### config.mk
export PLATFORM = sky130hd
export DESIGN_NAME = watch_timekeeper
export DESIGN_NICKNAME = d
export VERILOG_FILES = /design/src/rtl/watch_timekeeper.sv
export SDC_FILE = /design/constraint.sdc
export NUM_CORES = 1
export LEC_CHECK = 0
export BUFFER_PORTS_ARGS = -buffer_cell sky130_fd_sc_hd__buf_2
export CORE_UTILIZATION = 45
export CTS_BUF_LIST = sky130_fd_sc_hd__clkbuf_4 sky130_fd_sc_hd__clkbuf_8
export DETAILED_ROUTE_END_ITERATION = 7
export MAX_ROUTING_LAYER = met4
export PLACE_DENSITY_LB_ADDON = 0.08
export SYNTH_ARGS = -nofsm -noshare
export SYNTH_HDL_FRONTEND = slang
export SYNTH_SLANG_ARGS = --single-unit
### constraint.sdc
create_clock -name clk -period 5.5 [get_ports clk]
set_input_delay 0.275 -clock clk [delete_from_list [all_inputs] [get_ports clk]]
set_output_delay 0.275 -clock clk [all_outputs]
set_load 0.05 [all_outputs]
### src/rtl/watch_timekeeper.sv
// watch_timekeeper
//   BCD time-of-day counter driven by the 1 Hz clk_seconds square wave, with a
//   two-button set mode (mode_btn cycles RUN -> SET_HOUR -> SET_MIN -> RUN,
//   inc_btn bumps the selected field).
// Ports:
//   clk, reset          system clock, synchronous active-high reset
//   clk_seconds         1 Hz square wave, rising edge advances one second
//   mode_btn, inc_btn   debounced button levels, rising edges used
//   hours_bcd           BCD hours (00..23, or 01..12 with pm in 12h mode)
//   minutes_bcd         BCD minutes 00..59
//   seconds_bcd         BCD seconds 00..59
//   pm                  PM flag (12h mode only, else 0)
//   set_hour_active     high while setting hours
//   set_min_active      high while setting minutes
//   day_pulse           one-cycle pulse on midnight rollover
module watch_timekeeper #(
    parameter int HOUR_MODE_24 = 1
) (
    input  logic       clk,
    input  logic       reset,
    input  logic       clk_seconds,
    input  logic       mode_btn,
    input  logic       inc_btn,
    output logic [7:0] hours_bcd,
    output logic [7:0] minutes_bcd,
    output logic [7:0] seconds_bcd,
    output logic       pm,
    output logic       set_hour_active,
    output logic       set_min_active,
    output logic       day_pulse
);

    localparam bit         MODE24   = (HOUR_MODE_24 != 0);
    localparam logic [7:0] HOUR_RST = MODE24 ? 8'h00 : 8'h12;

    typedef enum logic [1:0] {RUN, SET_HOUR, SET_MIN} state_t;
    state_t state, state_nxt;

    // Edge detectors. Synchronizers reset high so a level already high at
    // reset release does not produce an edge.
    logic s1, s2, mode_q, inc_q;
    logic tick, mode_edge, inc_edge;

    assign tick      = s1 & ~s2;
    assign mode_edge = mode_btn & ~mode_q;
    assign inc_edge  = inc_btn & ~inc_q;

    // Plain BCD increment of a two-digit value; callers handle wrap points.
    function automatic logic [7:0] bcd_inc(input logic [7:0] v);
        if (v[3:0] == 4'd9) return {v[7:4] + 4'd1, 4'd0};
        else                return {v[7:4], v[3:0] + 4'd1};
    endfunction

    // {carry, next} for a 00..59 field.
    function automatic logic [8:0] inc60(input logic [7:0] v);
        if (v == 8'h59) return {1'b1, 8'h00};
        else            return {1'b0, bcd_inc(v)};
    endfunction

    // {pm_next, hours_next}. In 12h mode 11 -> 12 is where AM/PM flips;
    // 12 -> 01 leaves the flag alone.
    function automatic logic [8:0] inc_hour(input logic [7:0] h, input logic p);
        if (MODE24) begin
            if (h == 8'h23) return {p, 8'h00};
            else            return {p, bcd_inc(h)};
        end else begin
            if (h == 8'h12)      return {p, 8'h01};
            else if (h == 8'h11) return {~p, 8'h12};
            else                 return {p, bcd_inc(h)};
        end
    endfunction

    logic [8:0] sec_inc, min_inc, hr_inc;
    logic       at_midnight_edge;

    always_comb begin
        sec_inc = inc60(seconds_bcd);
        min_inc = inc60(minutes_bcd);
        hr_inc  = inc_hour(hours_bcd, pm);
        // Last hour of the day: 23 in 24h mode, 11 PM in 12h mode.
        at_midnight_edge = MODE24 ? (hours_bcd == 8'h23) : (hours_bcd == 8'h11 && pm);
    end

    always_comb begin
        state_nxt = state;
        if (mode_edge) begin
            case (state)
                RUN:      state_nxt = SET_HOUR;
                SET_HOUR: state_nxt = SET_MIN;
                default:  state_nxt = RUN;
            endcase
        end
    end

    always_ff @(posedge clk) begin
        if (reset) state <= RUN;
        else       state <= state_nxt;
    end

    assign set_hour_active = (state == SET_HOUR);
    assign set_min_active  = (state == SET_MIN);

    always_ff @(posedge clk) begin
        if (reset) begin
            s1          <= 1'b1;
            s2          <= 1'b1;
            mode_q      <= 1'b1;
            inc_q       <= 1'b1;
            hours_bcd   <= HOUR_RST;
            minutes_bcd <= 8'h00;
            seconds_bcd <= 8'h00;
            pm          <= 1'b0;
            day_pulse   <= 1'b0;
        end else begin
            s1        <= clk_seconds;
            s2        <= s1;
            mode_q    <= mode_btn;
            inc_q     <= inc_btn;
            day_pulse <= 1'b0;
            // A mode edge always wins over a tick or inc edge in the same cycle.
            case (state)
                RUN: begin
                    if (mode_edge) begin
                        seconds_bcd <= 8'h00;
                    end else if (tick) begin
                        seconds_bcd <= sec_inc[7:0];
                        if (sec_inc[8]) begin
                            minutes_bcd <= min_inc[7:0];
                            if (min_inc[8]) begin
                                hours_bcd <= hr_inc[7:0];
                                pm        <= hr_inc[8];
                                day_pulse <= at_midnight_edge;
                            end
                        end
                    end
                end
                SET_HOUR: begin
                    if (!mode_edge && inc_edge) begin
                        hours_bcd <= hr_inc[7:0];
                        pm        <= hr_inc[8];
                    end
                end
                SET_MIN: begin
                    if (!mode_edge && inc_edge) minutes_bcd <= min_inc[7:0];
                end
                default: ;
            endcase
        end
    end

endmodule

# Word level (Yosys, flattened, before mapping)
# Cells that the tools add are included.
[totals] register_bits=32 output_inout_bits=28 word_cells=79
[op_classes] n_addsub=6 n_eq_ne=14 n_mux=26 bitwise_logic=10 reduce_logical=12
[ops] op="$mux 8" n=15
[ops] op="$pmux 8 s2" n=2
[ops] op="$add 4x1->4 const B" n=6
[ops] op="$mux 9" n=2
[ops] op="$eq 8x7->1 const B" n=2
[ops] op="$eq 4x4->1 const B" n=3
[ops] op="$eq 8x6->1 const B" n=1
[ops] op="$ne 2x2->1 const B" n=4
[ops] op="$not 1->1" n=7
[ops] op="$reduce_and 6->1" n=1
[ops] op="$reduce_bool 2->1" n=3
[ops] op="$reduce_or 6->1" n=1
[ops] op="$mux 1" n=5
[ops] op="$reduce_and 5->1" n=1
[ops] op="$ne 2x1->1 const B" n=2
[ops] op="$pmux 2 s2" n=1
[ops] op="$and 1x1->1" n=3
[ops] op="$reduce_and 3->1" n=1
[ops] op="$reduce_bool 3->1" n=1
[ops] op="$eq 2x1->1 const B" n=1
[ops] op="$eq 2x2->1 const B" n=1
[ops] op="$logic_not 2->1" n=1
[ops] op="$pmux 1 s2" n=1
[ops] op="$reduce_and 2->1" n=1
[ops] op="other kinds (2)" n=2

# Depth between registers and ports, before layout
# Gate-level depths: netlist of run 1.
[logic_depth] word_depth=8 depth_mapped=9 ltp_nobuf=7

# Worst setup path before layout of run 1
# No wires, ideal clock.
[synth_timing] path_type="register -> register" from="register seconds_bcd[4]" to="register hours_bcd[6]" setup_ps=120 t_arrival_ps=2069 t_required_ps=5380 slack_ps=3311 stages_incl_launch_ff=8 n_path_buf=1 synth_period_minus_slack_ps=2189 cell_sequence="dfxtp_1 -> ha_1 -> and3b_1 -> buf_2 -> nand4_2 -> a2111oi_2 -> nor3b_1 -> a211o_1"
[synth_via] elab_chain_len=4
[synth_rtl] element="from (decl)" line="26" text="output logic [7:0] seconds_bcd,"
[synth_rtl] element="from (signal assigned)" line="126" text="seconds_bcd <= sec_inc[7:0];"
[synth_rtl] element="$eq 8x7->1" line="56" text="if (v == 8'h59) return {1'b1, 8'h00};"
[synth_rtl] element="$mux 9" line="56"
[synth_rtl] element="$ne 2x2->1 (no source line)"
[synth_rtl] element="$reduce_and 6->1 (no source line)"
[synth_rtl] element="to (signal assigned)" line="130" text="hours_bcd <= hr_inc[7:0];"
[synth_rtl] element="to (signal assigned)" line="139" text="hours_bcd <= hr_inc[7:0];"
[synth_rtl] element="to (decl)" line="24" text="output logic [7:0] hours_bcd,"
# No other way between the ends.
# A chain may end at the register's enable or synchronous reset.

# Worst setup path after layout of run 1
[layout_timing] from="register minutes_bcd[0]" to="register hours_bcd[3]"
[layout_via] elab_chain_len=4
[layout_rtl] element="from (decl)" line="25" text="output logic [7:0] minutes_bcd,"
[layout_rtl] element="from (signal assigned)" line="128" text="minutes_bcd <= min_inc[7:0];"
[layout_rtl] element="from (signal assigned)" line="144" text="if (!mode_edge && inc_edge) minutes_bcd <= min_inc[7:0];"
[layout_rtl] element="$eq 8x7->1" line="56"
[layout_rtl] element="$mux 9" line="56"
[layout_rtl] element="$ne 2x2->1 (no source line)"
[layout_rtl] element="$reduce_and 6->1 (no source line)"
# No other way between the ends.

==> results of run 1 <==
[metal layers]
metal,wire (µm),up-vias,track usage
met1,1710,691,0.2393
met4,60,0,0.09375
met2,1675,22,0.3032
met5,0,-,-
li1,-,743,-
met3,113,6,0.05435
[power by group]
part           internal, µW  total (µW)  switching [µW]
clock network           119         201            81.7
logic                  9.55        31.7            22.2
registers               228         231            3.49
[stage by stage]
step | area [µm²] | total power, µW | setup WS, ps
finish | 1983 | 463.8 | 3143
global route | 1983 | 484.1 | 2921
CTS | 1983 | 469.0 | 3143
detailed placement | 1879 | 268.2 | 3176
global placement | 1879 | 267.2 | 3292
floorplan | 1708 | 261.1 | 3311
[cell type report]
| cell class | count | area, µm² | share of cell area |
|---|---|---|---|
| Multi-Input combinational cell | 141 | 1010 | 0.5091 |
| Sequential cell | 31 | 620.6 | 0.3129 |
| Timing Repair Buffer | 31 | 155.1 | 0.07823 |
| Clock buffer | 8 | 103.9 | 0.05237 |
| Tap cell | 48 | 60.06 | 0.03028 |
| Inverter | 9 | 33.78 | 0.01703 |
[layout by cell type (no fill, tap or decap), types with 3 or more instances in the layout]
cell type,netlist,final
a311oi_1,3,3
buf_2,2,31
or2_2,4,4
ha_1,12,12
nand3_1,7,7
nand2b_1,8,8
dfxtp_1,31,31
and3b_1,4,4
nor2_1,17,17
nand2_1,8,8
inv_1,9,9
a21oi_1,9,9
nor3_1,3,3
mux2i_1,4,4
o21ai_0,7,7
nor2b_1,4,4
nand3b_1,6,6
nand4_1,3,3
clkbuf_8,0,7
[critical path: cells and delay by family, from the launching register on]
family / cells / cell delay (ps)
and+or+nand+nor: 2 / 580
adders and majority gates: 1 / 170
AOI/OAI and AO/OA: 3 / 1070
DFF: 1 / 440
[flip-flops by register name, indices dropped and copies added (netlist names)]
register and count:
s1 1, minutes_bcd 8, hours_bcd 8, mode_q 1, state 2, day_pulse 1
inc_q 1, seconds_bcd 8, s2 1
[final timing paths]
check	start	to	slack, ps	cells after the start
setup / recovery	minutes_bcd[0]$_SDFFE_PP0P_	hours_bcd[3]$_SDFFE_PP0P_	3140	6
hold / removal	clk_seconds	s1$_SDFF_PP1_	190	2
setup reg to reg	minutes_bcd[0]$_SDFFE_PP0P_	hours_bcd[3]$_SDFFE_PP0P_	3140	6
hold reg to reg	s1$_SDFF_PP1_	s2$_SDFF_PP1_	480	1
[logic make-up (layout without fill, tap and decap cells)]
family | after synthesis | in the layout | synth area share
multiplexers | 5 | 5 | 0.03004
AND/OR/NAND/NOR | 80 | 80 | 0.2799
XOR/XNOR | 2 | 2 | 0.01026
buffers and inverters | 17 | 48 | 0.04542
flip-flops | 31 | 31 | 0.3634
adder cells (fa/ha/maj) | 12 | 12 | 0.08791
other | 1 | 1 | 0.002196
AO/OA/AOI/OAI | 41 | 41 | 0.1810
==> impl_metrics.tcl, run 1 <==
set metrics [dict create \
    place_inst 260 \
    rsz0062_at_grt "no" \
    die_w_um 63.61 \
    avgViaCountPerCell 5.455 \
    numCtsBuffers 5 \
    cpPeakStageDelay_ps 620 \
    post-route-util 0.5417 \
    cp_max_fo 11 \
    ant_nets 0 \
    synthCells 189 \
    grt_antenna_before_repair 0 \
    holdBufCountCts 0 \
    fp.dieH_um 63.61 \
    grt_pass1_vias 1321 \
    cts.clk_slew.worst_paths_ps 60 \
    portBuffers 31 \
    async_reset_ff_frac 0 \
    wl_per_cell_um 13.28 \
    final_cells 268 \
    status "finished clean" \
    yosys-top-cells-area "dfxtp_1 36%, ha_1 8.8%, nor2_1 3.7%, nand2b_1 2.9%, a21oi_1 2.6%" \
    max-slew-margin-rel 0.5714 \
    post_cts.repair.setup_buffers 0 \
    cts_sinks 31 \
    clkLatencyLatePin_ps 280 \
    crit_chain "ha_1, and3b_1, nand4_2, a211oi_2, a41oi_1, a311oi_1" \
    fin_crit_ps 2357 \
    drive_gt1_frac 0.2500 \
    synth-main-ff-cell "dfxtp_1" \
    clk_path_buf_depth 2 \
    initial_utilization 0.4665 \
    setup_tns_ps 0 \
    worst_pin_slew_ps 641.7 \
    worstHoldPathType "primary input to flop" \
    slowest_stage "a211oi_2" \
    start_kind "flop" \
    yosysWarnings 0 \
    coreArea_um2 3661 \
    final.fill_count 347 \
    vias 1462 \
    drtPass1Iterations 4 \
    grt_max_degree 35 \
    diodes 0 \
    dp_hpwl_um 2546 \
    synth_area_um2 1708 \
    drt_iter0_markers 60 \
    cts_resized 0 \
    syn_to_final_growth_pct 16.12 \
    gp_congestion 0.8413 \
    cts-root-buf "clkbuf_8" \
    final_nets 236 \
    grt_overflow 0 \
    endpoint_kind "flop" \
    peakVddDrop_mv 0.1150 \
    synth_common_cells "31 x dfxtp_1, 17 x nor2_1, 12 x ha_1, 9 x a21oi_1, 9 x inv_1" \
    max_freq_ghz 0.4243 \
    slew_viol_final 0 \
    drc 0 \
    p_leak_uw 0.0008482 \
    routed_wl_um 3560 \
    syn-num-nets 206 \
    htree_levels 2 \
    critPathKind "flop to flop" \
    hold_viol 0 \
    synth.top_cell.area_share 0.3634 \
    yosysUniqueCellTypes 56 \
    synth_edf_count 0 \
    period_share 0.4285 \
    maxCapViolCount 0 \
    rows 22 \
    ios 33 \
    die_area_um2 4046 \
    synth_area_leader_cell "dfxtp_1" \
    synth.ff_latch_count 31 \
    crit_arrival_ps 2550 \
    power_density_nw_per_um2 233.9 \
    required_ps 5700 \
    grt_pass1_wl_um 6009 \
    finalSetupViolCount 0 \
    cts_tree "done" \
    synth_seq_area_share 0.3634 \
    hold_slack_ps 186.0 \
    avgSynthCellArea_um2 9.036 \
    clock_skew_ps 2.756 \
    grtUsageTotal 0.1982 \
    synth_most_common_cell "dfxtp_1" \
]
No activity file was read; power rests on OpenSTA's default activity.
==> run 2, diff against run 1 <==
- clock period: 5.5 -> 2.03 ns (I/O delays scaled with it)
==> run 2 against run 1 <==
Against the previous run:
- combinational power increased to 2.9 times the previous value
- die area stayed put
- first-iteration DRC count up 6.7%
- sequential power rose to 2.7 times the previous value
- core utilization rose by 1.1 points
- power rose to 2.6 times the previous value
- final cell count is 1.5% higher
- routed wire length is 9.0% higher
- critical path depth unchanged
- setup slack got worse by 3000 ps
- via count rose by 6.4%
- clock power grew 150%
- highest routed layer unchanged
==> impl_metrics.tcl, run 2 (same netlist as run 1, synthesis figures left out) <==
set metrics [dict create \
    gp_congestion 0.8262 \
    start_kind "flop" \
    die_area_um2 4046 \
    min_to "s1$_SDFF_PP1_" \
    portBuffers 31 \
    endpoint_kind "flop" \
    dp_hpwl_um 2682 \
    die_w_um 63.61 \
    syn_to_final_growth_pct 18.46 \
    ant_nets 0 \
    clock_skew_ps 10.66 \
    fp.dieH_um 63.61 \
    worstHoldStart "clk_seconds" \
    grt_overflow 0 \
    status "finished clean" \
    drive_gt1_frac 0.2946 \
    maxCapViolCount 0 \
    hold_slack_ps 3.725 \
    diodes 0 \
    holdBufCountCts 0 \
    reg2reg_depth 6 \
    final_nets 240 \
    grtUsageTotal 0.2099 \
    routed_wl_um 3880 \
    worstHoldPathType "primary input to flop" \
    initial_utilization 0.4665 \
    peakVddDrop_mv 0.3942 \
    htree_levels 2 \
    cts_tree "done" \
    crit_arrival_ps 2070 \
    wl_per_cell_um 14.26 \
    largest_registers "hours_bcd: 8 flops, minutes_bcd: 8 flops, seconds_bcd: 8 flops" \
    rows 22 \
    finalSetupViolCount 0 \
    power_density_nw_per_um2 600.8 \
    worstReg2RegStart "hours_bcd[0]$_SDFFE_PP0P_" \
    drt_iter0_markers 64 \
    cts_sinks 31 \
    drtPass1Iterations 4 \
    setup_tns_ps 0 \
    period_share 0.9326 \
    final_common_cell "buf_2" \
    p_leak_uw 0.0008666 \
    slew_viol_final 0 \
    worst_pin_slew_ps 594.2 \
    cts_resized 0 \
    seq_area_um2 628.1 \
    clkLatencyLatePin_ps 280 \
    rrSetupSlack_ps 140 \
    grt_pass1_vias 1460 \
    required_ps 2200 \
    max-slew-margin-rel 0.6039 \
    multi_input_area_um2 1023 \
    worstHoldPathCells 2 \
    final.fill_count 343 \
    drc 0 \
    numCtsBuffers 5 \
    fin_crit_ps 1893 \
    cp_max_fo 7 \
    cts-root-buf "clkbuf_8" \
    layout_common_cells "31 x buf_2, 25 x dfxtp_1, 17 x nor2_1, 12 x ha_1" \
    ios 33 \
    vias 1555 \
    avgViaCountPerCell 5.717 \
    grt_pass1_wl_um 6541 \
    hold_viol 0 \
    worstReg2RegEnd "hours_bcd[6]$_SDFFE_PP0P_" \
    post_cts.repair.setup_buffers 0 \
    rsz0062_at_grt "no" \
    max_freq_ghz 0.5282 \
    critPathKind "flop to flop" \
    grt_max_degree 35 \
    clk_path_buf_depth 2 \
    coreArea_um2 3661 \
    grt_antenna_before_repair 0 \
    cts.clk_slew.worst_paths_ps 70 \
]
==> run 2: cell types whose count changed in the layout (fill, tap and decap cells not counted), sizes merged <==
cell / delta
clkinv: +1
clkbuf: -1
buf: +4
==> run 2: routing by layer <==
| layer | global-route usage | part of all wire | routed length [µm] | up-vias |
|---|---|---|---|---|
| met3 | 0.03442 | 0.042 | 164 | 8 |
| met1 | 0.2550 | 0.47 | 1812 | 759 |
| met4 | 0.08523 | 0.013 | 49 | 0 |
| li1 | - | - | - | 754 |
| met2 | 0.3431 | 0.48 | 1854 | 34 |
| met5 | - | 0 | 0 | - |
==> run 2: area by class of cell <==
cell class              count  area share
multi-input cells         141      0.5059
flip-flops and latches     31      0.3105
well taps                  48     0.02968
inverters                   9     0.01670
clock buffers               7     0.04143
repair buffers             35     0.09338
clock inverters             1    0.002474
==> run 2: how the worst max path moves through the flow <==
| stage | slack [ps] | startpoint | end | cells after the start |
|---|---|---|---|---|
| floorplan | -20 | hours_bcd[0]$_SDFFE_PP0P_ | hours_bcd[6]$_SDFFE_PP0P_ | 6 |
| global placement | 150 | seconds_bcd[5]$_SDFFE_PP0P_ | hours_bcd[6]$_SDFFE_PP0P_ | 7 |
| detailed placement | 80 | seconds_bcd[5]$_SDFFE_PP0P_ | hours_bcd[6]$_SDFFE_PP0P_ | 7 |
| CTS | 50 | seconds_bcd[5]$_SDFFE_PP0P_ | hours_bcd[6]$_SDFFE_PP0P_ | 7 |
| global route | 10 | minutes_bcd[5]$_SDFFE_PP0P_ | hours_bcd[2]$_SDFFE_PP0P_ | 8 |
| finish | 140 | hours_bcd[0]$_SDFFE_PP0P_ | hours_bcd[6]$_SDFFE_PP0P_ | 6 |
==> run 2: worst max-delay path: stages, from the launching register on <==
cell and delay, ps:
dfxtp_1 450, ha_1 210, and3b_1 270, a41oi_2 110
a2111oi_4 390, nor3b_1 110, a211o_1 240
==> run 2: metrics by stage <==
| step | instances | utilization | power (µW) | setup slack [ps] | cell area [µm²] |
|---|---|---|---|---|---|
| finish | 272 | 0.5526 | 1216 | 136.8 | 2023 |
| global route | 272 | 0.5526 | 1260 | 10.97 | 2023 |
| CTS | 272 | 0.5478 | 1223 | 51.08 | 2006 |
| detailed placement | 264 | 0.5236 | 731.0 | 75.59 | 1917 |
| global placement | 264 | 0.5236 | 728.3 | 150.8 | 1917 |
| floorplan | 189 | - | 708.2 | -18.99 | 1715 |
==> run 2: report_power, final <==
part / total (µW) / internal (µW) / leakage, µW / switching [µW]
Combinational: 90.7 / 29.1 / 0.000564 / 61.6
Sequential: 628 / 618 / 0.000254 / 9.76
Clock: 497 / 267 / 0.0000491 / 230
Total: 1220 / 914 / 0.000867 / 301
